## config.mk

```make
export PLATFORM = sky130hd
export DESIGN_NAME = ft_recovery_ctrl
export DESIGN_NICKNAME = d
export VERILOG_FILES = /design/src/rtl/ft_pkg.sv /design/src/rtl/ft_shadow_rf.sv /design/src/rtl/ft_recovery_ctrl.sv
export SDC_FILE = /design/constraint.sdc
export NUM_CORES = 2
export LEC_CHECK = 0
export CORE_UTILIZATION = 45
export CTS_BUF_LIST = sky130_fd_sc_hd__clkbuf_4 sky130_fd_sc_hd__clkbuf_8
export DETAILED_ROUTE_END_ITERATION = 6
export GPL_TIMING_DRIVEN = 0
export HOLD_SLACK_MARGIN = 0.06
export MAX_ROUTING_LAYER = met4
export PLACE_DENSITY = 0.67
export SLEW_MARGIN = 40
export SYNTH_ARGS = -nofsm -noshare
export SYNTH_HDL_FRONTEND = slang
export SYNTH_HIERARCHICAL = 1
export SYNTH_SLANG_ARGS = --single-unit
```

## constraint.sdc

```tcl
create_clock -name clk_i -period 6.6 [get_ports clk_i]
set_input_delay 1.32 -clock clk_i [delete_from_list [all_inputs] [get_ports clk_i]]
set_output_delay 1.32 -clock clk_i [all_outputs]
set_load 0.005 [all_outputs]
```

## src/rtl/ft_pkg.sv

```systemverilog
// Shared definitions for the lockstep recovery sequencer: FSM state
// encoding and the debug-bus addresses used to rewrite core state.
package ft_pkg;

    typedef enum logic [2:0] {
        ST_IDLE,
        ST_HALT,
        ST_WAIT_HALT,
        ST_WR_GPR,
        ST_WR_NPC,
        ST_RESUME
    } ft_state_e;

    localparam logic [14:0] DBG_GPR_BASE = 15'h0400;
    localparam logic [14:0] DBG_NPC_ADDR = 15'h2000;

    // Debug-bus address of GPR idx: one 32-bit word per register.
    function automatic logic [14:0] gpr_dbg_addr(input logic [4:0] idx);
        return DBG_GPR_BASE + {8'd0, idx, 2'b00};
    endfunction

endpackage

```

## src/rtl/ft_shadow_rf.sv

```systemverilog
// Shadow register file: NUM_GPR x 32 bits, one write port fed by agreed
// lockstep writes, one combinational read port used while replaying the
// GPRs into the cores. x0 is not stored and always reads as zero.
module ft_shadow_rf #(
    parameter int NUM_GPR = 32
) (
    input  logic        clk_i,
    input  logic        rst_ni,
    input  logic        we_i,
    input  logic [4:0]  waddr_i,
    input  logic [31:0] wdata_i,
    input  logic [4:0]  raddr_i,
    output logic [31:0] rdata_o
);

    localparam int IDX_W = $clog2(NUM_GPR);

    logic [31:0] w_rd [NUM_GPR];

    assign w_rd[0] = '0;

    for (genvar g = 1; g < NUM_GPR; g++) begin : g_reg
        logic [31:0] r_q;

        // One shadow GPR, loaded only by an agreed write to its address.
        // NOTE: every entry has an async reset so a recovery after reset
        // replays a known all-zero state; this rules out a RAM macro.
        always_ff @(posedge clk_i or negedge rst_ni) begin
            if (!rst_ni) begin
                r_q <= '0;
            end else if (we_i && (waddr_i == 5'(g))) begin
                r_q <= wdata_i;
            end
        end

        assign w_rd[g] = r_q;
    end

    assign rdata_o = w_rd[raddr_i[IDX_W-1:0]];

endmodule

```

## src/rtl/ft_recovery_ctrl.sv

```systemverilog
// Lockstep recovery sequencer for the dual-core fault-tolerant SoC.
// Compares both cores' regfile write ports every cycle, keeps a shadow RF
// and checkpoint PC from agreeing writes, and on divergence halts both
// cores, rewrites every GPR and the NPC over debug, then resumes them.
// Optional: define FT_ERR_CNT_EN to add the saturating err_cnt_o counter.
module ft_recovery_ctrl
    import ft_pkg::*;
#(
    parameter int NUM_GPR = 32
`ifdef FT_ERR_CNT_EN
    , parameter int CNT_W = 16
`endif
) (
    input  logic        clk_i,
    input  logic        rst_ni,
    input  logic        we_a_i,
    input  logic        we_b_i,
    input  logic [4:0]  addr_a_i,
    input  logic [4:0]  addr_b_i,
    input  logic [31:0] data_a_i,
    input  logic [31:0] data_b_i,
    input  logic [31:0] pc_i,
    output logic        dbg_halt_o,
    output logic        dbg_resume_o,
    input  logic        dbg_halted_a_i,
    input  logic        dbg_halted_b_i,
    output logic        dbg_req_a_o,
    output logic        dbg_req_b_o,
    input  logic        dbg_gnt_a_i,
    input  logic        dbg_gnt_b_i,
    output logic        dbg_we_o,
    output logic [14:0] dbg_addr_o,
    output logic [31:0] dbg_wdata_o,
    output logic        busy_o,
    output logic        recovered_o
`ifdef FT_ERR_CNT_EN
    , output logic [CNT_W-1:0] err_cnt_o
`endif
);

    localparam logic [4:0] LAST_IDX = 5'(NUM_GPR - 1);

    ft_state_e   r_state;
    ft_state_e   w_state_next;
    logic [4:0]  r_idx;
    logic        r_done_a;
    logic        r_done_b;
    logic [31:0] r_ckpt_pc;

    logic        w_mismatch;
    logic        w_agree_we;
    logic        w_in_write;
    logic        w_done_a;
    logic        w_done_b;
    logic        w_both_done;
    logic [31:0] w_shadow_rd;

    assign w_mismatch = (we_a_i != we_b_i) |
                        (we_a_i & we_b_i & ((addr_a_i != addr_b_i) | (data_a_i != data_b_i)));
    assign w_agree_we = we_a_i & we_b_i & ~w_mismatch & (addr_a_i != 5'd0);

    // A core's write is done once its grant has been sampled with its request up.
    assign w_in_write  = (r_state == ST_WR_GPR) | (r_state == ST_WR_NPC);
    assign w_done_a    = r_done_a | (w_in_write & dbg_gnt_a_i);
    assign w_done_b    = r_done_b | (w_in_write & dbg_gnt_b_i);
    assign w_both_done = w_in_write & w_done_a & w_done_b;

    ft_shadow_rf #(
        .NUM_GPR (NUM_GPR)
    ) u_shadow_rf (
        .clk_i   (clk_i),
        .rst_ni  (rst_ni),
        .we_i    (w_agree_we),
        .waddr_i (addr_a_i),
        .wdata_i (data_a_i),
        .raddr_i (r_idx),
        .rdata_o (w_shadow_rd)
    );

    // FSM state register.
    // NOTE: clocked state uses non-blocking assignments so every flop samples
    // pre-edge values regardless of block ordering.
    always_ff @(posedge clk_i or negedge rst_ni) begin
        if (!rst_ni) begin
            r_state <= ST_IDLE;
        end else begin
            r_state <= w_state_next;
        end
    end

    // Next-state decode and all debug/status outputs.
    // NOTE: every output gets a default first so no path leaves one unassigned
    // and no latch is inferred.
    always_comb begin
        w_state_next = r_state;
        dbg_halt_o   = 1'b0;
        dbg_resume_o = 1'b0;
        dbg_req_a_o  = 1'b0;
        dbg_req_b_o  = 1'b0;
        dbg_we_o     = 1'b0;
        dbg_addr_o   = '0;
        dbg_wdata_o  = '0;
        busy_o       = (r_state != ST_IDLE);
        recovered_o  = 1'b0;

        case (r_state)
            ST_IDLE: begin
                if (w_mismatch) w_state_next = ST_HALT;
            end
            ST_HALT: begin
                dbg_halt_o   = 1'b1;
                w_state_next = ST_WAIT_HALT;
            end
            ST_WAIT_HALT: begin
                if (dbg_halted_a_i && dbg_halted_b_i) w_state_next = ST_WR_GPR;
            end
            ST_WR_GPR: begin
                dbg_we_o    = 1'b1;
                dbg_addr_o  = gpr_dbg_addr(r_idx);
                dbg_wdata_o = w_shadow_rd;
                dbg_req_a_o = ~r_done_a;
                dbg_req_b_o = ~r_done_b;
                if (w_both_done && (r_idx == LAST_IDX)) w_state_next = ST_WR_NPC;
            end
            ST_WR_NPC: begin
                dbg_we_o    = 1'b1;
                dbg_addr_o  = DBG_NPC_ADDR;
                dbg_wdata_o = r_ckpt_pc;
                dbg_req_a_o = ~r_done_a;
                dbg_req_b_o = ~r_done_b;
                if (w_both_done) w_state_next = ST_RESUME;
            end
            ST_RESUME: begin
                dbg_resume_o = 1'b1;
                recovered_o  = 1'b1;
                w_state_next = ST_IDLE;
            end
            default: begin
                w_state_next = ST_IDLE;
            end
        endcase
    end

    // GPR index and per-core handshake flags for the debug write sequence.
    always_ff @(posedge clk_i or negedge rst_ni) begin
        if (!rst_ni) begin
            r_idx    <= 5'd1;
            r_done_a <= 1'b0;
            r_done_b <= 1'b0;
        end else begin
            if (r_state != ST_WR_GPR) begin
                r_idx <= 5'd1;
            end else if (w_both_done && (r_idx != LAST_IDX)) begin
                r_idx <= r_idx + 5'd1;
            end

            if (!w_in_write || w_both_done) begin
                r_done_a <= 1'b0;
                r_done_b <= 1'b0;
            end else begin
                r_done_a <= w_done_a;
                r_done_b <= w_done_b;
            end
        end
    end

    // Checkpoint PC tracks core 0 while idle and agreeing; frozen otherwise.
    always_ff @(posedge clk_i or negedge rst_ni) begin
        if (!rst_ni) begin
            r_ckpt_pc <= '0;
        end else if ((r_state == ST_IDLE) && !w_mismatch) begin
            r_ckpt_pc <= pc_i;
        end
    end

`ifdef FT_ERR_CNT_EN
    logic [CNT_W-1:0] r_err_cnt;

    // Saturating count of recoveries started (IDLE -> HALT only).
    always_ff @(posedge clk_i or negedge rst_ni) begin
        if (!rst_ni) begin
            r_err_cnt <= '0;
        end else if ((r_state == ST_IDLE) && w_mismatch && (r_err_cnt != '1)) begin
            r_err_cnt <= r_err_cnt + 1'b1;
        end
    end

    assign err_cnt_o = r_err_cnt;
`endif

endmodule

```

Word-level counts from Yosys, hierarchy flattened. Index checks and enable logic that the tools add are counted.

Reduce and logical (&&, ||, !) cells: 44. Order comparisons: 1. Muxes and demuxes: 19. Bitwise gates (word level): 17. $mul: 0. Divide/modulo/power cells: 0. Shift operators: 0. Eq/ne operators: 46. $add $sub $neg: 2.

Operators with widths (number): binary-select mux 32 bit (select 5 bit) (1); == test 5 bit, second input constant (17); two-way mux 32 bit (2); one-hot mux 32 bit (2 select lines) (1); == test 5 x 4 -> 1 bit, second input constant (8); logical AND 1 bit (35); != test 32 bit (1); one-hot mux 14 bit (2 select lines) (1); == test 5 x 3 -> 1 bit, second input constant (4); one-hot mux 3 bit (5 select lines) (1); adder 11 x 7 -> 12 bit, first input constant (1); two-way mux 3 bit (4); == test 5 x 2 -> 1 bit, second input constant (2); two-way mux 5 bit (2); AND 1 bit (8); two-way mux 1 bit (7); == test 3 x 2 -> 1 bit, second input constant (2); == test 3 bit, second input constant (2); greater-or-equal comparator 6 bit, second input constant (1); != test 2 bit, second input constant (3); NOT 5 -> 6 bit (1); adder 5 x 1 -> 5 bit, second input constant (1); == test 5 x 1 -> 1 bit, second input constant (1); != test 5 bit (1); other kinds (15) (22).

Latch bits: 0. Memories: 0. Register bits: 1034. Memory bits (read-only): 0. Bits in writable memories: 0. Input port bits: 114.

Logic depth before layout (Yosys ltp).
Depth in word-level cells: 9. Gate-level depth with buffers: 12. Gate-level depth less buffers: 9.

Modules after synthesis. Netlist, hierarchy kept.

By module, submodules not included: ft_shadow_rf (sequential area each 24823.8 µm², cells an instance 2917, area each 45222.1 µm², times used 1); ft_recovery_ctrl (sequential area each 1052.3 µm², cells an instance 434, area each 3915.0 µm², times used 1).

Least setup slack after synthesis. Ideal clock, no wire load.

Path type: input -> register. Start: input data_b_i[5]. End: register u_shadow_rf.g_reg[19].r_q[10]. Arrival: 4.151 ns. Path slack: 2.324 ns. Cell stages on the path: 12. Setup time: 0.125 ns. Cells stage by stage: xor2_1 -> nor4_1 -> nand4_1 -> clkbuf_1 -> nor3_1 -> nor4bb_1 -> nand2b_1 -> nor3b_2 -> nor2b_1 -> clkbuf_1 -> buf_4 -> mux2_2.

Word-level cells in the longest chain between the ends: 8.

Ends and longest elaborated chain: start: declaration (RTL line ft_recovery_ctrl.sv:21) `input logic [31:0] data_b_i,`; != test 32 bit (RTL line ft_recovery_ctrl.sv:59) `(we_a_i & we_b_i & ((addr_a_i != addr_b_i) | (data_a_i != data_b_i)));`; bitwise OR 1 bit (RTL line ft_recovery_ctrl.sv:59); AND 1 bit (RTL line ft_recovery_ctrl.sv:59); bitwise OR 1 bit (RTL line ft_recovery_ctrl.sv:58) `assign w_mismatch = (we_a_i != we_b_i) |`; NOT 1 bit (RTL line ft_recovery_ctrl.sv:60) `assign w_agree_we = we_a_i & we_b_i & ~w_mismatch & (addr_a_i != 5'd0);`; AND 1 bit (2 in a row) (RTL line ft_recovery_ctrl.sv:60); net w_agree_we (RTL line ft_recovery_ctrl.sv:51) `logic w_agree_we;`; logical AND 1 bit (RTL line ft_shadow_rf.sv:31) `end else if (we_i && (waddr_i == 5'(g))) begin`; end signal: assignment (RTL line ft_shadow_rf.sv:32) `r_q <= wdata_i;`; end: declaration (RTL line ft_shadow_rf.sv:23) `logic [31:0] r_q;`.

The timed path passes the listed nets, and every way through them passes these cells. A chain may end at the register's enable or synchronous reset.

Worst setup path after layout.
Start: register r_idx[2]. End: output dbg_wdata_o[28].

Word-level cells in the longest chain between the ends: 5.

Ends and longest elaborated chain: start: declaration (RTL line ft_recovery_ctrl.sv:45) `logic [4:0] r_idx;`; start signal: assignment (RTL line ft_recovery_ctrl.sv:154) `r_idx <= r_idx + 5'd1;`; NOT 5 -> 6 bit (not written as such) (RTL line ft_shadow_rf.sv:39) `assign rdata_o = w_rd[raddr_i[IDX_W-1:0]];`; binary-select mux 32 bit (select 5 bit) (RTL line ft_shadow_rf.sv:39); two-way mux 32 bit (not written as such) (2 in a row) (RTL line ft_shadow_rf.sv:39); net w_shadow_rd[28] (RTL line ft_recovery_ctrl.sv:56) `logic [31:0] w_shadow_rd;`; one-hot mux 32 bit (2 select lines) (RTL line ft_recovery_ctrl.sv:106) `case (r_state)`; end: declaration (RTL line ft_recovery_ctrl.sv:33) `output logic [31:0] dbg_wdata_o,`.

The timed path passes the listed nets, and every way through them passes these cells. The select of a mux whose other input is x is not followed.

==> impl_metrics.tcl <==
set metrics [dict create \
    critPathMostFrequentCell "a22o_1" \
    grt_max_degree 111 \
    finalInstanceArea_um2 56700 \
    antenna_found_initial 4 \
    min_path_type "in -> async" \
    dpl.hpwl_mm 108 \
    grt_pass1_wl_mm 226 \
    drc 1 \
    critPathKind "reg -> out" \
    synthCells 3351 \
    placed_area_um2 53000 \
    critPathRequiredTime_ns 5.28 \
    wl_mm 152 \
    setup_slack_ns 0.370 \
    power_density_nw_per_um2 273 \
    maxCapViolCount 0 \
    p_int_mw 10.7 \
    cts_setup_buffers 0 \
    finalCriticalPeriod_ns 6.23 \
    fin_crit_sh_pct 94.4 \
    avgSynthCellArea_um2 14.7 \
    viasPerCell 5.99 \
    crit_arrival_ns 4.91 \
    cp-end-kind "output port" \
    synthArstFlopShare_pct 100 \
    p_leak_nw 27.0 \
    vias 31375 \
    cts_hold_buf 0 \
    clk_path_buf_depth 3 \
    finalHoldViolCount 0 \
    synth-seq-cells 1034 \
    critPathMaxFanout 10 \
    p_clk_share_pct 38.6 \
    grt_pass1_vias 33077 \
    tns_ns 0 \
    path_buf_inv 4 \
    r2r_setup_slack_ns 4.41 \
    fillers 9021 \
    detail_route.wl_per_cell_um 29.0 \
    std_cell_rows 120 \
    cts_buffers 175 \
    dieArea_um2 111000 \
    root_buffer "clkbuf_8" \
    rsz0062_at_grt "no" \
    grt-ovfl-total 0 \
    nNetsFinal 3824 \
    ys.flop_type "dfrtp_1" \
    die_h_um 332 \
    status "finished, violations left" \
    dp_slack_ns -0.578 \
    clock-sinks 1034 \
    cp_slowest_stage_delay_ns 0.63 \
    fp.dieW_um 332 \
    cp-start-kind "flop" \
    path_cells "clkbuf_1 > buf_2 > buf_1 > mux4_2 > a22o_1 > o21ai_1 > o31ai_1 > a22o_1 > clkdlybuf4s50_1" \
    dr.pass1.iters 7 \
    final_antenna_net_count 0 \
    cts_tree "done" \
    place.gp.congestion 0.891 \
    regArea_um2 25900 \
    synthToLayoutAreaGrowth_pct 15.4 \
    r2r-end "r_ckpt_pc[21]" \
    ys_types 50 \
    comb_power_share_pct 20.0 \
    vdd_drop_max_mv 0.200 \
    relSlewSlack_pct 38.9 \
    ios 168 \
    netSwitchingFraction_pct 31.0 \
    grtUsageTotal_pct 28.8 \
    setup_violations 0 \
    syn-cell-area_um2 49100 \
    synth_edf_count 0 \
    multi_input_area_um2 21700 \
    yosysSeqAreaShare_pct 52.7 \
    worstSkewPairLatency_ns 0.87 \
    io_buffers 159 \
    fin_total_pwr_mw 15.5 \
    reg2reg_from "r_state[1]" \
    worstMarginPinSlew_ns 0.917 \
    clk_pin_slew_worst_paths_ns 0.06 \
    violations "design-rule violations" \
    p_sw_mw 4.79 \
    h-tree-depth 4 \
    drt-initial-drc-count 2639 \
    ff2ff_path_depth 6 \
    slew_viol_final 0 \
    start_util_pct 45.6 \
    core_um2 108000 \
    fin_skew_ns 0.0311 \
    cp_num_cells 9 \
    drive_gt1_share_pct 44.6 \
    seq_power_share_pct 41.4 \
    cpMaxStageDelayCell "buf_1" \
    clock.fmax_mhz 161 \
    crit_family "buffers and inverters" \
    synth_warnings 6 \
    post_cts_resized 0 \
]
-- power groups by stage --
stage | clock network, mW | logic, mW | registers, mW
final | 5.96 | 3.10 | 6.39
after global routing | 6.37 | 3.22 | 6.39
after CTS | 6.07 | 3.10 | 6.39
after detailed placement | 0 | 3.09 | 6.50
after global placement | 0 | 3.04 | 6.54
after floorplan | 0 | 1.59 | 6.49
-- layout make-up --
| type | count | area share, % |
|---|---|---|
| clock buffer | 273 | 5.99 |
| buffer | 354 | 3.09 |
| clock inverter | 25 | 0.419 |
| antenna | 5 | 0.0221 |
| multi-input combinational | 1965 | 38.3 |
| tap | 1403 | 3.10 |
| sequential | 1034 | 45.6 |
| timing repair buffer | 172 | 3.43 |
| inverter | 5 | 0.0331 |
-- state kept, by name (all words and copies together) (netlist names) --
signal             flops
u_shadow_rf/g.r_q    992
r_ckpt_pc             32
r_idx                  5
r_state                3
r_done_a               1
r_done_b               1
-- cells by family after synthesis --
family,after synthesis,synth area share [%]
buf+inv,359,3.55
simple gates,235,2.72
fa+ha+maj,3,0.0764
other cells,1,0.00763
mux,1312,34.2
xor+xnor,40,0.713
flops,1034,52.7
compound gates,367,6.05
-- cell usage after synthesis, types with 3 or more instances --
cell,instances,share of area [%]
or3_1,3,0.038
buf_6,21,0.48
ha_1,3,0.076
nor4_1,9,0.11
clkbuf_1,182,1.4
a21oi_1,3,0.031
inv_1,4,0.031
mux2_1,70,1.6
nor3_1,7,0.071
nor2_1,27,0.21
nand3_1,3,0.031
mux4_2,192,8.8
nor3b_1,34,0.52
o22ai_1,35,0.45
nor2b_1,7,0.089
buf_1,8,0.061
a22o_1,128,2.3
a221oi_2,32,0.98
nand4b_1,3,0.053
o311ai_1,32,0.57
mux2i_1,96,2.0
nand2b_1,5,0.064
buf_4,24,0.37
o21ai_0,37,0.38
nand4_1,4,0.051
o21ai_1,32,0.33
a211oi_1,32,0.49
o31ai_1,32,0.49
xor2_1,39,0.70
mux2_2,954,22
dfrtp_1,1033,53
and2_1,70,0.89
nand2_1,53,0.40
buf_2,119,1.2
-- worst register-to-register path, cell delays in order, from the launching register on --
cell and delay [ns]:
dfrtp_1 0.38, buf_2 0.17, or3_4 0.37, nor2_1 0.28, clkbuf_1 0.47, nand2_1 0.13
o311ai_1 0.26
-- per-layer routing --
metal,track usage [%],wire [um],up-vias
met5,-,0,-
met4,10.3,5040,0
met3,5.94,10600,253
met2,43.7,71000,1110
met1,38.3,65100,16796
li1,-,-,13216
-- through the flow --
step	util [%]	instances	hold WS (ns)
finish	52.7	5236	0.316
global route	52.6	5232	0.297
CTS	52.6	5231	0.284
detailed placement	49.3	4933	0.476
global placement	48.8	4920	0.463
floorplan	-	3358	0.452
-- cells in the final DEF (no fill, tap or decap), types with 34 or more instances in the layout --
cell type and count:
mux2_1 70, o22ai_1 35, xor2_1 35, mux2_2 954, nor3b_1 34, buf_2 124
mux2i_1 96, clkbuf_8 215, clkbuf_1 165, clkbuf_4 58, a22o_1 128, clkdlybuf4s50_1 158
nand2_1 53, mux4_2 192, o21ai_0 37, and2_1 70, dfrtp_1 1033
-- worst max path at each step --
| stage | to | slack (ns) | from |
|---|---|---|---|
| 6_report | dbg_wdata_o[28] | 0.37 | r_idx[2] |
| 5_1_grt | dbg_wdata_o[29] | 0.31 | r_idx[2] |
| 4_1_cts | u_shadow_rf/g_reg[15].r_q[20] | 0.32 | data_a_i[17] |
| 3_5_place_dp | u_shadow_rf/g_reg[15].r_q[13] | -0.58 | data_a_i[17] |
| 3_3_place_gp | u_shadow_rf/g_reg[19].r_q[29] | -43.70 | rst_ni |
| 2_1_floorplan | u_shadow_rf/g_reg[19].r_q[10] | 2.32 | data_b_i[5] |
Power figures use the tool's default switching activity.
